<file path="config.mk">
export PLATFORM = sky130hd
export DESIGN_NAME = sys_ctrl
export DESIGN_NICKNAME = d
export VERILOG_FILES = /design/src/rtl/sys_ctrl.sv
export SDC_FILE = /design/constraint.sdc
export NUM_CORES = 1
export LEC_CHECK = 0
export BUFFER_PORTS_ARGS = -buffer_cell sky130_fd_sc_hd__buf_4
export CORE_ASPECT_RATIO = 0.6
export CORE_MARGIN = 2
export CORE_UTILIZATION = 58
export DETAILED_ROUTE_END_ITERATION = 16
export GPL_ROUTABILITY_DRIVEN = 1
export GPL_TIMING_DRIVEN = 1
export PLACE_DENSITY = 0.87
export SYNTH_ARGS = -nofsm -noshare
export SYNTH_HDL_FRONTEND = slang
export SYNTH_SLANG_ARGS = --single-unit
export TNS_END_PERCENT = 5
</file>
<file path="constraint.sdc">
create_clock -name CLK -period 5.8 [get_ports CLK]
set_input_delay 0.29 -clock CLK [delete_from_list [all_inputs] [get_ports CLK]]
set_output_delay 0.29 -clock CLK [all_outputs]
set_load 0.01 [all_outputs]
</file>
<file path="src/rtl/sys_ctrl.sv">
// Command sequencer between UART RX, the register file, the ALU and the UART TX FIFO.
// Byte frames become single-cycle register-file strobes or ALU runs whose results are sent back over TX.
module sys_ctrl #(
   parameter int ADDR_WIDTH = 4,
   parameter int DATA_WIDTH = 8,
   parameter int ALU_WIDTH  = 16
) (
   input  logic                  CLK,
   input  logic                  RST,
   input  logic [DATA_WIDTH-1:0] RX_P_DATA,
   input  logic                  RX_D_VLD,
   input  logic [DATA_WIDTH-1:0] RF_RdData,
   input  logic                  RF_RdData_Valid,
   input  logic [ALU_WIDTH-1:0]  ALU_OUT,
   input  logic                  ALU_OUT_VLD,
   input  logic                  FIFO_FULL,
   output logic [ADDR_WIDTH-1:0] RF_Address,
   output logic                  RF_WrEn,
   output logic                  RF_RdEn,
   output logic [DATA_WIDTH-1:0] RF_WrData,
   output logic [3:0]            ALU_FUN,
   output logic                  ALU_EN,
   output logic                  CLK_GATE_EN,
   output logic [DATA_WIDTH-1:0] TX_P_DATA,
   output logic                  TX_D_VLD
);

   localparam logic [DATA_WIDTH-1:0] OP_WRITE   = DATA_WIDTH'(8'hAA);
   localparam logic [DATA_WIDTH-1:0] OP_READ    = DATA_WIDTH'(8'hBB);
   localparam logic [DATA_WIDTH-1:0] OP_ALU_OPS = DATA_WIDTH'(8'hCC);
   localparam logic [DATA_WIDTH-1:0] OP_ALU     = DATA_WIDTH'(8'hDD);

   typedef enum logic [3:0] {
      S_IDLE,
      S_WR_ADDR,
      S_WR_DATA,
      S_RD_ADDR,
      S_RD_WAIT,
      S_OPA,
      S_OPB,
      S_ALU_FUN,
      S_ALU_WAIT,
      S_TX_LSB,
      S_TX_MSB,
      S_TX_RD
   } state_t;

   state_t                state_q, state_d;
   logic [ADDR_WIDTH-1:0] rfAddress_q, rfAddress_d;
   logic [ADDR_WIDTH-1:0] wrAddr_q, wrAddr_d;
   logic                  rfWrEn_q, rfWrEn_d;
   logic                  rfRdEn_q, rfRdEn_d;
   logic [DATA_WIDTH-1:0] rfWrData_q, rfWrData_d;
   logic [DATA_WIDTH-1:0] rdData_q, rdData_d;
   logic [DATA_WIDTH-1:0] txData_q, txData_d;
   logic                  txVld_q, txVld_d;
   logic [3:0]            aluFun_q, aluFun_d;
   logic                  aluEn_q, aluEn_d;
   logic                  clkGateEn_q, clkGateEn_d;
   logic [ALU_WIDTH-1:0]  aluRes_q, aluRes_d;

   always_ff @(posedge CLK or negedge RST) begin
      if (!RST) begin
         state_q <= S_IDLE;
      end else begin
         state_q <= state_d;
      end
   end

   // In a TX state, txVld_q high means this state's byte already left on the entry edge.
   always_comb begin
      state_d = state_q;
      case (state_q)
         S_IDLE: begin
            if (RX_D_VLD) begin
               case (RX_P_DATA)
                  OP_WRITE:   state_d = S_WR_ADDR;
                  OP_READ:    state_d = S_RD_ADDR;
                  OP_ALU_OPS: state_d = S_OPA;
                  OP_ALU:     state_d = S_ALU_FUN;
                  default:    state_d = S_IDLE;
               endcase
            end
         end
         S_WR_ADDR:  if (RX_D_VLD) state_d = S_WR_DATA;
         S_WR_DATA:  if (RX_D_VLD) state_d = S_IDLE;
         S_RD_ADDR:  if (RX_D_VLD) state_d = S_RD_WAIT;
         S_RD_WAIT:  if (RF_RdData_Valid) state_d = S_TX_RD;
         S_TX_RD:    if (txVld_q || !FIFO_FULL) state_d = S_IDLE;
         S_OPA:      if (RX_D_VLD) state_d = S_OPB;
         S_OPB:      if (RX_D_VLD) state_d = S_ALU_FUN;
         S_ALU_FUN:  if (RX_D_VLD) state_d = S_ALU_WAIT;
         S_ALU_WAIT: if (ALU_OUT_VLD) state_d = S_TX_LSB;
         S_TX_LSB:   if (txVld_q) state_d = S_TX_MSB;
         S_TX_MSB:   if (txVld_q || !FIFO_FULL) state_d = S_IDLE;
         default:    state_d = S_IDLE;
      endcase
   end

   always_comb begin
      rfAddress_d = rfAddress_q;
      wrAddr_d    = wrAddr_q;
      rfWrEn_d    = 1'b0;
      rfRdEn_d    = 1'b0;
      rfWrData_d  = rfWrData_q;
      rdData_d    = rdData_q;
      txData_d    = txData_q;
      txVld_d     = 1'b0;
      aluFun_d    = aluFun_q;
      aluEn_d     = 1'b0;
      aluRes_d    = aluRes_q;
      clkGateEn_d = (state_d == S_ALU_FUN) || (state_d == S_ALU_WAIT);
      case (state_q)
         S_WR_ADDR: begin
            if (RX_D_VLD) wrAddr_d = RX_P_DATA[ADDR_WIDTH-1:0];
         end
         S_WR_DATA: begin
            if (RX_D_VLD) begin
               rfAddress_d = wrAddr_q;
               rfWrData_d  = RX_P_DATA;
               rfWrEn_d    = 1'b1;
            end
         end
         S_RD_ADDR: begin
            if (RX_D_VLD) begin
               rfAddress_d = RX_P_DATA[ADDR_WIDTH-1:0];
               rfRdEn_d    = 1'b1;
            end
         end
         S_RD_WAIT: begin
            if (RF_RdData_Valid) begin
               rdData_d = RF_RdData;
               if (!FIFO_FULL) begin
                  txVld_d  = 1'b1;
                  txData_d = RF_RdData;
               end
            end
         end
         S_TX_RD: begin
            if (!txVld_q && !FIFO_FULL) begin
               txVld_d  = 1'b1;
               txData_d = rdData_q;
            end
         end
         S_OPA: begin
            if (RX_D_VLD) begin
               rfAddress_d = ADDR_WIDTH'(0);
               rfWrData_d  = RX_P_DATA;
               rfWrEn_d    = 1'b1;
            end
         end
         S_OPB: begin
            if (RX_D_VLD) begin
               rfAddress_d = ADDR_WIDTH'(1);
               rfWrData_d  = RX_P_DATA;
               rfWrEn_d    = 1'b1;
            end
         end
         S_ALU_FUN: begin
            if (RX_D_VLD) begin
               aluFun_d = RX_P_DATA[3:0];
               aluEn_d  = 1'b1;
            end
         end
         S_ALU_WAIT: begin
            if (ALU_OUT_VLD) begin
               aluRes_d = ALU_OUT;
               if (!FIFO_FULL) begin
                  txVld_d  = 1'b1;
                  txData_d = ALU_OUT[DATA_WIDTH-1:0];
               end
            end
         end
         S_TX_LSB: begin
            if (!FIFO_FULL) begin
               txVld_d  = 1'b1;
               txData_d = txVld_q ? aluRes_q[ALU_WIDTH-1:DATA_WIDTH] : aluRes_q[DATA_WIDTH-1:0];
            end
         end
         S_TX_MSB: begin
            if (!txVld_q && !FIFO_FULL) begin
               txVld_d  = 1'b1;
               txData_d = aluRes_q[ALU_WIDTH-1:DATA_WIDTH];
            end
         end
         default: begin
         end
      endcase
   end

   always_ff @(posedge CLK or negedge RST) begin
      if (!RST) begin
         rfAddress_q <= '0;
         wrAddr_q    <= '0;
         rfWrEn_q    <= 1'b0;
         rfRdEn_q    <= 1'b0;
         rfWrData_q  <= '0;
         rdData_q    <= '0;
         txData_q    <= '0;
         txVld_q     <= 1'b0;
         aluFun_q    <= '0;
         aluEn_q     <= 1'b0;
         aluRes_q    <= '0;
         clkGateEn_q <= 1'b0;
      end else begin
         rfAddress_q <= rfAddress_d;
         wrAddr_q    <= wrAddr_d;
         rfWrEn_q    <= rfWrEn_d;
         rfRdEn_q    <= rfRdEn_d;
         rfWrData_q  <= rfWrData_d;
         rdData_q    <= rdData_d;
         txData_q    <= txData_d;
         txVld_q     <= txVld_d;
         aluFun_q    <= aluFun_d;
         aluEn_q     <= aluEn_d;
         aluRes_q    <= aluRes_d;
         clkGateEn_q <= clkGateEn_d;
      end
   end

   assign RF_Address  = rfAddress_q;
   assign RF_WrEn     = rfWrEn_q;
   assign RF_RdEn     = rfRdEn_q;
   assign RF_WrData   = rfWrData_q;
   assign ALU_FUN     = aluFun_q;
   assign ALU_EN      = aluEn_q;
   assign CLK_GATE_EN = clkGateEn_q;
   assign TX_P_DATA   = txData_q;
   assign TX_D_VLD    = txVld_q;

endmodule

</file>
# --- Yosys cells after proc, flatten, opt, wreduce, memory -nomap -nowiden ---
# Index checks and enable logic that the tools add are counted.
word_totals:
  regBits: 61
  in_bits: 38
  output_inout_bits: 29
  wordCells: 94
classes:
  n_eq_ne: 28
  n_mux: 36
  reduce_logical: 17
ops:
  columns: ["operator", "n"]
  rows:
  - ["8-bit 2-to-1 mux", 8]
  - ["4-bit 2-to-1 mux", 15]
  - ["4-bit one-hot mux with 11 select lines", 1]
  - ["8-bit one-hot mux with 5 select lines", 1]
  - ["8-bit == test, second input constant", 4]
  - ["2-bit inequality test, second input constant", 11]
  - ["4-bit by 3-bit == test with 1-bit output, second input constant", 5]
  - ["4-bit == test, second input constant", 5]
  - ["4-bit one-hot mux with 4 select lines", 1]
  - ["3-bit one-hot mux with 4 select lines", 1]
  - ["2-bit AND reduction", 5]
  - ["4-bit by 2-bit == test with 1-bit output, second input constant", 2]
  - ["1-bit 2-to-1 mux", 8]
  - ["8-bit AND reduction", 1]
  - ["5-bit AND reduction", 1]
  - ["5-bit nonzero test", 1]
  - ["4-bit by 1-bit == test with 1-bit output, second input constant", 1]
  - ["4-bit logical NOT", 1]
  - ["1-bit one-hot mux with 4 select lines", 1]
  - ["4-bit nonzero test", 1]
  - ["3-bit OR reduction", 1]
  - ["1-bit logical NOT", 2]
  - ["1-bit logical OR", 2]
  - ["2-bit OR reduction", 1]
  - ["1-bit logical AND", 1]

# --- Longest topological paths before layout ---
depth:
  ltp_word: 6
  mapped_depth: 8
  mapped_depth_nobuf: 5

# --- Least setup slack after synthesis ---
# No wires, ideal clock.
synth_path:
  path_type: "reg-to-reg"
  start: "register state_q[3]"
  end: "register txData_q[0] (netlist: TX_P_DATA[0])"
  setup_time_ns: 0.125
  arrival_ns: 1.709
  required_ns: 5.675
  path_slack_ns: 3.966
  path_stages_with_launch: 7
  n_path_buf: 1
  period_less_slack_ns: 1.834
  path_cell_list: "dfrtp_1 buf_6 and2b_1 a221oi_2 a211o_1 a21oi_4 mux2_2"
synth_between:
  elab_chain_len: 3
  elab_cells_between_ends: 15
  classes_between: "12 x eq/ne; 1 x mux; 2 x reduce/logical"
synth_lines:
  columns: ["item", "line", "source"]
  rows:
  - ["start: declaration", "48", "state_t state_q, state_d;"]
  - ["start signal: assignment", "66", "state_q <= state_d;"]
  - ["4-bit == test or 4-bit by 3-bit == test with 1-bit output (tied branches)", "113", "case (state_q)"]
  - ["5-bit nonzero test (no source line) or 2-bit inequality test (tied branches)", null, null]
  - ["8-bit AND reduction (no source line)", null, null]
  - ["end signal: assignment", "212", "txData_q <= txData_d;"]
  - ["end: declaration", "55", "logic [DATA_WIDTH-1:0] txData_q, txData_d;"]
# Parallel ways exist; a longest one is shown, timed or not.
# A chain may end at the register's enable or synchronous reset.

# --- Final worst setup path ---
layout_path:
  start: "register state_q[1]"
  end: "register clkGateEn_q (netlist: CLK_GATE_EN)"
layout_between:
  elab_chain_len: 5
  elab_cells_between_ends: 28
  classes_between: "13 x eq/ne; 12 x mux; 3 x reduce/logical"
layout_lines:
  columns: ["item", "line", "source"]
  rows:
  - ["4-bit == test", "73", "case (state_q)"]
  - ["2-bit OR reduction (no source line)", null, null]
  - ["4-bit one-hot mux with 11 select lines *", "73", null]
  - ["4-bit by 3-bit == test with 1-bit output or 4-bit == test (tied branches)", "112", "clkGateEn_d = (state_d == S_ALU_FUN) || (state_d == S_ALU_WAIT);"]
  - ["1-bit logical OR *", "112", null]
  - ["named net clkGateEn_d", "59", "logic clkGateEn_q, clkGateEn_d;"]
  - ["end signal: assignment", "217", "clkGateEn_q <= clkGateEn_d;"]
  - ["end: declaration", "59", null]
# Mark *: on every way through the listed nets, which the timed path passes. The rest lies on a longest branch.

==> metrics <==
final worst-path cycle share 45.67%; cells on worst reg2reg path 5; post-cts hold buffer count 0; clock-pin slew on the worst setup and hold paths 60 ps; Synth Instances 240; arrival time worst endpoint 2920 ps; # IOs 67; CP max-delay cell nor2_1; global route overflow 0; Warnings, synthesis 0; FF-to-FF Start state_q[1]; root buf cell clkbuf_8; clk buf depth 2; Worst Path Required 6070 ps; # clock sinks 61; CP cell instances nor2_1 > and3_1 > nor3_1 > nor4_1 > mux2_4; Vias/cell 6.134; status finished, final reports clean; Core Box Area 0.004683 mm2; layout cells sized above 1 44.08%; final hold violation count 0; fin nets 339; skew final 4.693 ps; post-synthesis net count 278; multi-input combinational cell area 0.001275 mm2; crit path max fanout 19; Slew Limit Fails 0; Final Util 76.25%; Fill cells 329; Starting DRT DRC Count 248; Clock Latency Late Sink 340 ps; FF-to-FF End CLK_GATE_EN; commonest non-fill, non-tap cell in the layout buf_4; global-route wire length before repair 11010 um; launching element type of the critical path register; sequential fraction of the synthesis area 52.68%; GRT Total Usage 27.24%; drc violations 0; setup TNS 0 ps; input/output buffers 66; pwr dens 496.2 mW/mm2; DP HPWL 4783 um; worst slew pin tran 814.4 ps; die area 0.005596 mm2; Mapped Area 0.002898 mm2; Post-synth EDFFs 0; post_cts resized 0; Num CTS Buffers 9; GPL Wtd Cong 0.9224; Synth Flop Type dfrtp_1; syn avg cell area 12.07 um2; die span in y 58.75 um; final wirelength 6849 um; post-CTS setup buffer count 0; leakage power 1.629 nW; H-tree depth 3; vias 2251; Final Setup Violations 0; Yosys reg bits 61; TritonCTS clock tree built; diode count 0; Avg WL per Cell 18.66 um; fmax 0.3775 GHz; Max-Cap Viols 0; Final Critical Period 2649 ps; Tightest Hold Check Type in -> async; relative slew slack 45.25%; Die X 95.25 um; row count 19; vias in the first global route 2148; drt first pass iters 6; antenna violations before repair 0; kind of end point of the critical path register; WS Path Type reg -> reg; Storage cell area 0.001526 mm2; WP buf/inv 0; Yosys cell types 44; Initial Utilization 61.88%; ANT nets after route 0; RSZ-0062 raised after global routing no; register-to-register setup slack 3150 ps; largest net degree at the start of global routing 62; most frequent cells in the layout buf_4 (66), dfrtp_1 (61), mux2_2 (47), nand2_1 (16), clkbuf_8 (13); area grow syn2layout 23.23%; delay of the slowest critical-path stage 730 ps; Async S/R FF share, synth 100.0%; critical path's top delay family simple AND/OR/NAND/NOR gates; Max rail drop VDD 0.3112 mV
cell usage after synthesis, drive strengths merged (4+ instances only):
| cell type | count | area, um2 |
|---|---|---|
| clkbuf | 6 | 22.52 |
| mux2 | 49 | 555.5 |
| buf | 10 | 62.56 |
| and3 | 4 | 25.02 |
| a21oi | 11 | 70.07 |
| nor2 | 12 | 45.04 |
| nand2b | 5 | 31.28 |
| a32oi | 4 | 35.03 |
| o21ai | 7 | 35.03 |
| nand2 | 16 | 60.06 |
| a222oi | 8 | 80.08 |
| a31oi | 8 | 50.05 |
| dfrtp | 61 | 1526 |
metal layers:
| metal | GRT usage (%) | wire length [um] |
|---|---|---|
| met2 | 37.42 | 3000 |
| met1 | 40.55 | 3113 |
| met5 | 0 | 0 |
| met4 | 8.903 | 99 |
| met3 | 9.475 | 635 |
power by group:
part	switching [W]	internal, W
Sequential	0.000142	0.000615
Combinational	0.000296	0.000372
Clock	0.000150	0.000196
layout make-up:
type | count | share of cell area (%)
clock buffer | 13 | 5.011
clock inverter | 1 | 0.1402
inverter | 3 | 0.3153
sequential | 61 | 42.75
tap | 63 | 2.207
timing repair buffer | 66 | 13.88
multi-input combinational | 160 | 35.70
per-stage QoR:
step                hold WS, ps  total power [W]  instances  worst slack [ps]  area [um2]
floorplan                -5.591         0.001164        240              3966        2898
global placement          406.5         0.001390        353              3364        3387
detailed placement        407.3         0.001424        353              3229        3387
CTS                       41.99         0.001775        367              3203        3571
global route              81.58         0.001882        367              2942        3571
finish                    16.74         0.001772        367              3151        3571
state kept, by name, indices dropped and copies added (netlist names):
| register | cells |
|---|---|
| RF_WrEn | 1 |
| state_q | 4 |
| RF_WrData | 8 |
| wrAddr_q | 4 |
| ALU_FUN | 4 |
| TX_D_VLD | 1 |
| ALU_EN | 1 |
| rdData_q | 8 |
| RF_Address | 4 |
| CLK_GATE_EN | 1 |
| TX_P_DATA | 8 |
| RF_RdEn | 1 |
| aluRes_q | 16 |
kinds of logic (layout without fill, tap and decap cells):
| family | Yosys count | count (layout) | share of synthesized area, % |
|---|---|---|---|
| DFF | 61 | 61 | 52.68 |
| muxes | 49 | 49 | 19.17 |
| and+or+nand+nor | 58 | 58 | 10.97 |
| xor gates and xnor gates | 1 | 1 | 0.3023 |
| buffers and inverters | 19 | 83 | 3.325 |
| AOI/OAI and AO/OA | 52 | 52 | 13.56 |
worst max-delay path by stage:
stage	from	endpoint	slack, ps	depth (start not counted)
2_1_floorplan	state_q[3]	TX_P_DATA[0]	3970	6
5_1_grt	state_q[1]	CLK_GATE_EN	2940	5
3_3_place_gp	state_q[1]	aluRes_q[14]	3360	3
4_1_cts	state_q[1]	aluRes_q[8]	3200	3
3_5_place_dp	state_q[1]	aluRes_q[8]	3230	3
6_report	state_q[1]	CLK_GATE_EN	3150	5
(Power assumes the default switching activity.)
